`src/rtl/playback_controller.sv`:
```
// Playback controller: play/pause/stop FSM with ramped fast-forward and rewind.
// Drives the elapsed-time timer through count/adder/timer_reset. All outputs are registered.
//
// state   | meaning
// --------+-----------------------------------------------------------
// STOPPED | idle at 0:00, no counting
// PLAYING | normal playback, +1 s per tick
// PAUSED  | holding position, no counting
// FFWD    | forward seek, slow step then fast step after RAMP_TICKS
// RWND    | reverse seek, slow step then fast step, ends at 0:00
module playback_controller #(
    parameter int RAMP_TICKS = 4,
    parameter int FF_SLOW    = 8,
    parameter int FF_FAST    = 15,
    parameter int RW_SLOW    = 10,
    parameter int RW_FAST    = 30
) (
    input  logic       clk,
    input  logic       reset,
    input  logic       tick,
    input  logic       play_pause,
    input  logic       stop,
    input  logic       ff_hold,
    input  logic       rw_hold,
    input  logic       song_end,
    input  logic       at_zero,
    output logic       count,
    output logic [8:0] adder,
    output logic       timer_reset,
    output logic [2:0] state,
    output logic       playing
);

    typedef enum logic [2:0] {
        STOPPED = 3'd0,
        PLAYING = 3'd1,
        PAUSED  = 3'd2,
        FFWD    = 3'd3,
        RWND    = 3'd4
    } state_t;

    localparam int RCW = (RAMP_TICKS < 1) ? 1 : $clog2(RAMP_TICKS + 1);
    localparam logic [RCW-1:0] RAMP_MAX = RCW'(RAMP_TICKS);

    localparam logic [8:0] STEP_PLAY    = 9'd1;
    localparam logic [8:0] STEP_FF_SLOW = 9'(FF_SLOW);
    localparam logic [8:0] STEP_FF_FAST = 9'(FF_FAST);
    localparam logic [8:0] STEP_RW_SLOW = 9'(-RW_SLOW);
    localparam logic [8:0] STEP_RW_FAST = 9'(-RW_FAST);

    state_t         st_q, st_n;
    logic           resume_play_q, resume_play_n;
    logic [RCW-1:0] ramp_q, ramp_n;
    logic           count_n, timer_reset_n;
    logic [8:0]     adder_n;
    logic           counting, in_seek;
    state_t         origin;

    // Step the timer would apply in a given state with a given ramp position.
    function automatic logic [8:0] step_for(input state_t s, input logic [RCW-1:0] r);
        logic [8:0] v;
        v = 9'd0;
        case (s)
            PLAYING: v = STEP_PLAY;
            FFWD:    v = (r < RAMP_MAX) ? STEP_FF_SLOW : STEP_FF_FAST;
            RWND:    v = (r < RAMP_MAX) ? STEP_RW_SLOW : STEP_RW_FAST;
            default: v = 9'd0;
        endcase
        return v;
    endfunction

    // Next-state decode with priority stop > song_end > play_pause > seek holds.
    always_comb begin
        st_n          = st_q;
        resume_play_n = resume_play_q;
        ramp_n        = ramp_q;
        timer_reset_n = 1'b0;
        counting      = (st_q == PLAYING) || (st_q == FFWD) || (st_q == RWND);
        in_seek       = (st_q == FFWD) || (st_q == RWND);
        origin        = resume_play_q ? PLAYING : PAUSED;

        if (tick && in_seek && (ramp_q < RAMP_MAX))
            ramp_n = ramp_q + 1'b1;

        if (stop) begin
            st_n          = STOPPED;
            timer_reset_n = 1'b1;
        end else if (song_end && ((st_q == PLAYING) || (st_q == FFWD))) begin
            st_n          = STOPPED;
            timer_reset_n = 1'b1;
        end else begin
            case (st_q)
                STOPPED: begin
                    if (play_pause) st_n = PLAYING;
                end
                PLAYING, PAUSED: begin
                    if (play_pause) begin
                        st_n = (st_q == PLAYING) ? PAUSED : PLAYING;
                    end else if (ff_hold && !rw_hold) begin
                        st_n          = FFWD;
                        resume_play_n = (st_q == PLAYING);
                        ramp_n        = '0;
                    end else if (rw_hold && !ff_hold) begin
                        st_n          = RWND;
                        resume_play_n = (st_q == PLAYING);
                        ramp_n        = '0;
                    end
                end
                FFWD: begin
                    if (play_pause)    resume_play_n = !resume_play_q;
                    else if (!ff_hold) st_n = origin;
                end
                RWND: begin
                    if (at_zero)         st_n = origin;
                    else if (play_pause) resume_play_n = !resume_play_q;
                    else if (!rw_hold)   st_n = origin;
                end
                default: st_n = STOPPED;
            endcase
        end

        // A tick is charged to the state it was sampled in; hitting 0:00 while rewinding is not counted.
        count_n = tick && counting && !((st_q == RWND) && at_zero);
        adder_n = count_n ? step_for(st_q, ramp_q) : step_for(st_n, ramp_n);
    end

    // State and output registers with synchronous active-low reset.
    always_ff @(posedge clk) begin
        if (!reset) begin
            st_q          <= STOPPED;
            resume_play_q <= 1'b0;
            ramp_q        <= '0;
            count         <= 1'b0;
            adder         <= 9'd0;
            timer_reset   <= 1'b0;
            playing       <= 1'b0;
        end else begin
            st_q          <= st_n;
            resume_play_q <= resume_play_n;
            ramp_q        <= ramp_n;
            count         <= count_n;
            adder         <= adder_n;
            timer_reset   <= timer_reset_n;
            playing       <= (st_n == PLAYING) || (st_n == FFWD) || (st_n == RWND);
        end
    end

    assign state = st_q;

endmodule

```
`config.mk`:
```
export PLATFORM = sky130hd
export DESIGN_NAME = playback_controller
export DESIGN_NICKNAME = d
export VERILOG_FILES = /design/src/rtl/playback_controller.sv
export SDC_FILE = /design/constraint.sdc
export NUM_CORES = 1
export LEC_CHECK = 0
export BUFFER_PORTS_ARGS = -buffer_cell sky130_fd_sc_hd__buf_2
export CAP_MARGIN = 20
export CORE_MARGIN = 1
export CORE_UTILIZATION = 36
export DETAILED_ROUTE_END_ITERATION = 8
export SYNTH_ARGS = -nofsm -noshare
export SYNTH_HDL_FRONTEND = slang
export SYNTH_SLANG_ARGS = --single-unit
export TNS_END_PERCENT = 30
```
`constraint.sdc`:
```
create_clock -name clk -period 3.6 [get_ports clk]
set_input_delay 0.36 -clock clk [delete_from_list [all_inputs] [get_ports clk]]
set_output_delay 0.36 -clock clk [all_outputs]
set_load 0.005 [all_outputs]
```
After elaboration in Yosys (flattened, before gate mapping)
Cells that the tools add are included.
{"block": "totals", "ff_bits": 19, "input_bits": 9, "out_inout_bits": 15}
{"block": "op_classes", "n_addsub": 1, "order_cmp": 2, "n_eq_ne": 10, "mux": 36, "bitwise_logic": 2, "reduce_logical": 21}
{"cell": "3-bit 2-to-1 mux", "n": 20}
{"cell": "9-bit case mux with 3 select lines", "n": 2}
{"cell": "3-bit case mux with 4 select lines", "n": 1}
{"cell": "5-bit 2-to-1 mux", "n": 2}
{"cell": "3-bit by 2-bit == test with 1-bit output (second input constant)", "n": 3}
{"cell": "9-bit 2-to-1 mux", "n": 1}
{"cell": "1-bit logical AND", "n": 8}
{"cell": "1-bit 2-to-1 mux", "n": 7}
{"cell": "3-bit by 1-bit == test with 1-bit output (second input constant)", "n": 2}
{"cell": "3-bit == test (second input constant)", "n": 2}
{"cell": "3-bit less-than comparator (second input constant)", "n": 2}
{"cell": "6-bit AND reduction", "n": 1}
{"cell": "1-bit logical OR", "n": 5}
{"cell": "1-bit logical NOT", "n": 4}
{"cell": "2-bit 2-to-1 mux", "n": 2}
{"cell": "2-bit inequality test (second input constant)", "n": 2}
{"cell": "3-bit by 1-bit adder with 3-bit output (second input constant)", "n": 1}
{"cell": "3-bit logical NOT", "n": 1}
{"cell": "3-bit inequality test (second input constant)", "n": 1}
{"cell": "1-bit case mux with 3 select lines", "n": 1}
{"cell": "3-bit nonzero test", "n": 1}
{"cell": "1-bit inverter", "n": 2}
{"cell": "2-bit OR reduction", "n": 1}

Depth between registers and ports, before layout
{"block": "depth", "ltp_word": 15, "depth_mapped": 8}

Least setup slack after synthesis
No wires, ideal clock.
{"block": "synth_path", "kind": "input -> register", "startpoint": "in rw_hold", "endpoint": "reg adder[2]", "setup_ps": 60, "t_arrival_ps": 1669, "required_ps": 3540, "slack_ps": 1871, "stages": 8, "n_path_buf": 0, "cell_sequence": "inv_1 ha_1 nor2_1 o21a_1 or3_1 a21oi_2 nor3b_2 o311a_1"}
{"block": "synth_between", "elab_chain_cells": 11, "word_cells_on_any_way": 26, "classes_between": "order compare (1); eq/ne (3); mux (19); reduce/logical (3)"}
{"item": "start, declared", "line": "24", "text": "input logic rw_hold,"}
{"item": "1-bit logical AND / 1-bit logical NOT (equally long branches)"}
{"item": "3-bit 2-to-1 mux / 1-bit logical AND (equally long branches)", "line": "103, 99"}
{"item": "3-bit 2-to-1 mux", "line": "99", "text": "end else if (ff_hold && !rw_hold) begin"}
{"item": "3-bit 2-to-1 mux", "line": "97", "text": "if (play_pause) begin"}
{"item": "3-bit 2-to-1 mux", "line": "92", "text": "case (st_q)"}
{"item": "3-bit 2-to-1 mux", "line": "88", "text": "end else if (song_end && ((st_q == PLAYING) || (st_q == FFWD))) begin"}
{"item": "3-bit 2-to-1 mux", "line": "85", "text": "if (stop) begin"}
{"item": "3-bit less-than comparator", "line": "65, 66"}
{"item": "5-bit 2-to-1 mux / 3-bit 2-to-1 mux (equally long branches)", "line": "66, 65"}
{"item": "9-bit case mux with 3 select lines (*)", "line": "63", "text": "case (s)"}
{"item": "9-bit 2-to-1 mux (*)", "line": "124", "text": "adder_n = count_n ? step_for(st_q, ramp_q) : step_for(st_n, ramp_n);"}
{"item": "end signal, assigned", "line": "142", "text": "adder <= adder_n;"}
{"item": "end, declared", "line": "28", "text": "output logic [8:0] adder,"}
Mark *: on every way between the ends. The rest lies on a longest branch, timed or not.
A chain may end at the register's enable or synchronous reset.

Final worst setup path
{"block": "layout_path", "startpoint": "reg st_q[0] (netlist: state[0])", "endpoint": "reg adder[2]"}
{"block": "layout_between", "elab_chain_cells": 15, "word_cells_on_any_way": 45, "classes_between": "order compare (1); eq/ne (7); mux (25); reduce/logical (12)"}
{"item": "start, declared", "line": "51", "text": "state_t st_q, st_n;"}
{"item": "start signal, assigned", "line": "138", "text": "st_q <= st_n;"}
{"item": "3-bit by 2-bit == test with 1-bit output / 3-bit == test (equally long branches)"}
{"item": "1-bit logical OR", "line": "79", "text": "in_seek = (st_q == FFWD) || (st_q == RWND);"}
{"item": "1-bit logical AND (2 in series)", "line": "82", "text": "if (tick && in_seek && (ramp_q < RAMP_MAX))"}
{"item": "3-bit 2-to-1 mux", "line": "82"}
{"item": "3-bit 2-to-1 mux", "line": "103", "text": "end else if (rw_hold && !ff_hold) begin"}
{"item": "3-bit 2-to-1 mux", "line": "99"}
{"item": "3-bit 2-to-1 mux", "line": "97"}
{"item": "3-bit 2-to-1 mux", "line": "92"}
{"item": "3-bit 2-to-1 mux", "line": "88"}
{"item": "3-bit 2-to-1 mux", "line": "85"}
{"item": "3-bit less-than comparator", "line": "65, 66"}
{"item": "5-bit 2-to-1 mux / 3-bit 2-to-1 mux (equally long branches)", "line": "66, 65"}
{"item": "9-bit case mux with 3 select lines", "line": "63"}
{"item": "9-bit 2-to-1 mux (*)", "line": "124"}
Marks and branches as above.

==> results.txt <==
multiplexer share of the synthesized area -> 1.97%
CTS Root Buffer Type -> sky130_fd_sc_hd__clkbuf_4
metal2 WL -> 1010 um
Synth Area in XOR/XNOR -> 1.73%
post-synthesis cell type with the largest combined area -> sky130_fd_sc_hd__dfxtp_1
Final Hold Violating Endpoints -> 0
number of antenna violations at the first check in global routing -> 0
area of the die -> 0.00303 sq mm
via count of the first global-routing pass -> 826
startpoint kind of the worst setup timing path -> flop
starting density of the core -> 39.5%
number of setup violations in the final report -> 0
ANT cells -> 0
startpoint-to-endpoint class of the critical path -> reg -> reg
Min-Delay Endpoint -> timer_reset$_SDFF_PN0_
data arrival time at the worst-slack endpoint -> 2.56 ns
total detailed-routing wirelength -> 2250 um
slew at the pin closest to its max-slew limit -> 0.663 ns
DRT antenna net count -> 0
width of the die -> 55.1 um
first-iteration detailed-routing DRC count -> 17
layout cell share with drive strength beyond 1 -> 24.1%
Port-buffer cells -> 23
share of async-settable or async-resettable flops after synthesis -> 0%
max-capacitance violation count -> 0
largest net degree at the start of global routing -> 19
worst slew slack as a fraction of its limit -> 55.8%
path class of the lowest-slack min-delay path -> in -> reg
site row count -> 18
total track usage -> 17.0%
Filler Cell Count -> 270
area share of fa/ha/maj cells after synthesis -> 4.93%
worst clock skew -> 0.00114 ns
leakage power figure -> 0.506 nW
first-pass GRT wire length -> 3680 um
number of buffers inserted by hold repair at cts -> 0
kind of end point of the critical path -> flop
count of flip-flops with a built-in enable after synthesis -> 0
first-pass detailed-route iteration total -> 4
fraction of synthesized cell area taken by the top area cell type -> 31.6%
Core Region -> 0.00257 sq mm
Highest Signal Layer -> met3
required time of the critical path -> 3.83 ns
Detailed Place HPWL -> 1680 um
overflow left after global routing -> 0
routability congestion estimate from global placement -> 0.806
worst hold path startpoint -> stop
post-synth cell types -> 44
min setup slack post-route -> 1.27 ns
top-count cell post-synth -> sky130_fd_sc_hd__dfxtp_1
synthesized area per cell -> 8.39 sq um
endpoint of the worst-slack reg-to-reg timing path -> adder[2]$_SDFF_PN0_
main combinational cell family by area after synthesis -> compound AO/OA/AOI/OAI gates
CTS clock-pin slew for the worst setup and hold paths -> 0.08 ns
synth top area cells -> sky130_fd_sc_hd__dfxtp_1 (32%), sky130_fd_sc_hd__ha_1 (4.9%), sky130_fd_sc_hd__a21oi_1 (4.4%)
Max IR drop VDD -> 0.213 mV
highest fanout seen on the critical path -> 18
power per unit of standard cell area -> 287 mW/mm^2
post-layout min period -> 2.33 ns
CTS tree -> done
post-synthesis instance area -> 0.00101 sq mm
cell types with the highest counts after synthesis -> sky130_fd_sc_hd__dfxtp_1 (16), sky130_fd_sc_hd__nor2_1 (12), sky130_fd_sc_hd__a21oi_1 (9)
reg-to-reg slack, setup -> 1.27 ns
Setup WS pre-CTS -> 1.33 ns
origin of the worst setup path -> state[0]$_SDFF_PN0_
die outline height -> 55.1 um
WL met3 -> 118 um
Post-Syn Instances -> 121
post-layout net count -> 152
CTS H-tree lvls -> 1
M1 WL -> 1120 um
most common flop cell mapped by yosys -> sky130_fd_sc_hd__dfxtp_1
number of nets produced by synthesis -> 134
buffer count from post-CTS setup fixing -> 0
vias per cell -> 5.40
Hold Path Cell Cnt -> 3
Avg WL per Cell -> 13.5 um
sum of negative setup slack -> 0 ns
Clk Latency, worst-skew pair -> 0.28 ns
FF-to-FF path depth -> 6
total DRC errors in the routed layout -> 0
unrepaired setup endpoints after global routing -> false
CTS Buf Count -> 3
maximum clock insertion buffer count -> 2
portion of the post-synthesis area used by sequential elements -> 31.6%
FF+latch count, synth -> 16
timing-limited maximum frequency -> 0.429 GHz
result of the run -> completed
source of the worst register-to-register timing path -> state[0]$_SDFF_PN0_
number of top-level pins -> 24
synthesized-area fraction occupied by and/or/nand/nor cells -> 24.9%
growth of design area from synthesis to finish -> 11.1%
warnings from Yosys -> 0
CTS-repair resized insts -> 0
number of sinks on the clock net -> 16
compound-gate portion of the synthesized area -> 26.5%
vias after detailed routing -> 902
part of the cycle the worst path needs -> 64.7%
final max-slew violation count -> 0
## flip-flops by register name (all words and copies together) (netlist names)
register / cells
adder: 6
ramp_q: 3
state: 3
count: 1
playing: 1
resume_play_q: 1
timer_reset: 1
## through the flow
step,area (sq um),std cells,util (%),total power (W),hold slack [ns]
floorplan,1010,121,-,0.000222,0.468
global placement,1100,164,43.0,0.000236,0.483
detailed placement,1100,164,43.0,0.000237,0.501
CTS,1130,167,43.9,0.000327,0.367
global route,1130,167,43.9,0.000343,0.374
finish,1130,167,43.9,0.000324,0.363
## worst max path at each step
| stage | end | slack, ns | cells after the start |
|---|---|---|---|
| 2_1_floorplan | adder[2]$_SDFF_PN0_ | 1.87 | 8 |
| 3_3_place_gp | adder[2]$_SDFF_PN0_ | 1.35 | 6 |
| 3_5_place_dp | adder[2]$_SDFF_PN0_ | 1.33 | 6 |
| 6_report | adder[2]$_SDFF_PN0_ | 1.27 | 6 |
| 5_1_grt | adder[2]$_SDFF_PN0_ | 1.13 | 6 |
| 4_1_cts | adder[2]$_SDFF_PN0_ | 1.30 | 6 |
## per-layer routing
metal	global-route usage (%)	vias to the layer above
li1	-	470
met1	23.2	410
met2	25.7	22
met3	6.01	0
met4	3.33	0
met5	0	-
## report_power, final
group	internal, W	leakage [nW]	switching (W)	total [W]
clock network	0.0000389	0.0138	0.0000520	0.0000908
registers	0.000181	0.130	0.00000470	0.000186
logic	0.0000209	0.363	0.0000267	0.0000476
## logic make-up after synthesis
family	Yosys count
simple gates	43
compound gates	38
buf+inv	16
flops	16
fa+ha+maj	4
xor+xnor	2
mux	2
## cell usage in the layout (no fill, tap or decap), types with 2 or more instances in the layout
cell type and instances:
sky130_fd_sc_hd__nor2_1 12, sky130_fd_sc_hd__clkbuf_4 3, sky130_fd_sc_hd__ha_1 4, sky130_fd_sc_hd__a21o_1 2, sky130_fd_sc_hd__o21a_1 4, sky130_fd_sc_hd__a21oi_1 9, sky130_fd_sc_hd__or4b_1 3, sky130_fd_sc_hd__nand2b_1 2
sky130_fd_sc_hd__o22ai_1 3, sky130_fd_sc_hd__mux2i_1 2, sky130_fd_sc_hd__dfxtp_1 16, sky130_fd_sc_hd__nand3b_1 2, sky130_fd_sc_hd__inv_1 6, sky130_fd_sc_hd__nor3b_2 2, sky130_fd_sc_hd__nor2b_1 5, sky130_fd_sc_hd__o22a_1 2
sky130_fd_sc_hd__and3_1 2, sky130_fd_sc_hd__nor3_1 2, sky130_fd_sc_hd__o21ai_0 4, sky130_fd_sc_hd__nand2_1 6, sky130_fd_sc_hd__buf_2 23, sky130_fd_sc_hd__nor3b_1 2, sky130_fd_sc_hd__a21oi_2 2
## cell type report
cell class	count	area [sq um]	share of cell area [%]
multi-input cells	89	609	54.1
flip-flops and latches	16	320	28.4
repair buffers	23	115	10.2
well taps	30	37.5	3.33
clock buffers	3	22.5	2.00
inverters	6	22.5	2.00
## critical path, stage by stage, from the launching register on
cell,delay [ns]
sky130_fd_sc_hd__dfxtp_1,0.68
sky130_fd_sc_hd__nor2b_1,0.59
sky130_fd_sc_hd__a21oi_1,0.20
sky130_fd_sc_hd__o211ai_1,0.27
sky130_fd_sc_hd__nand2_1,0.12
sky130_fd_sc_hd__nor3b_2,0.26
sky130_fd_sc_hd__o311a_1,0.16
Note: power is estimated with default switching activity, not from simulation.
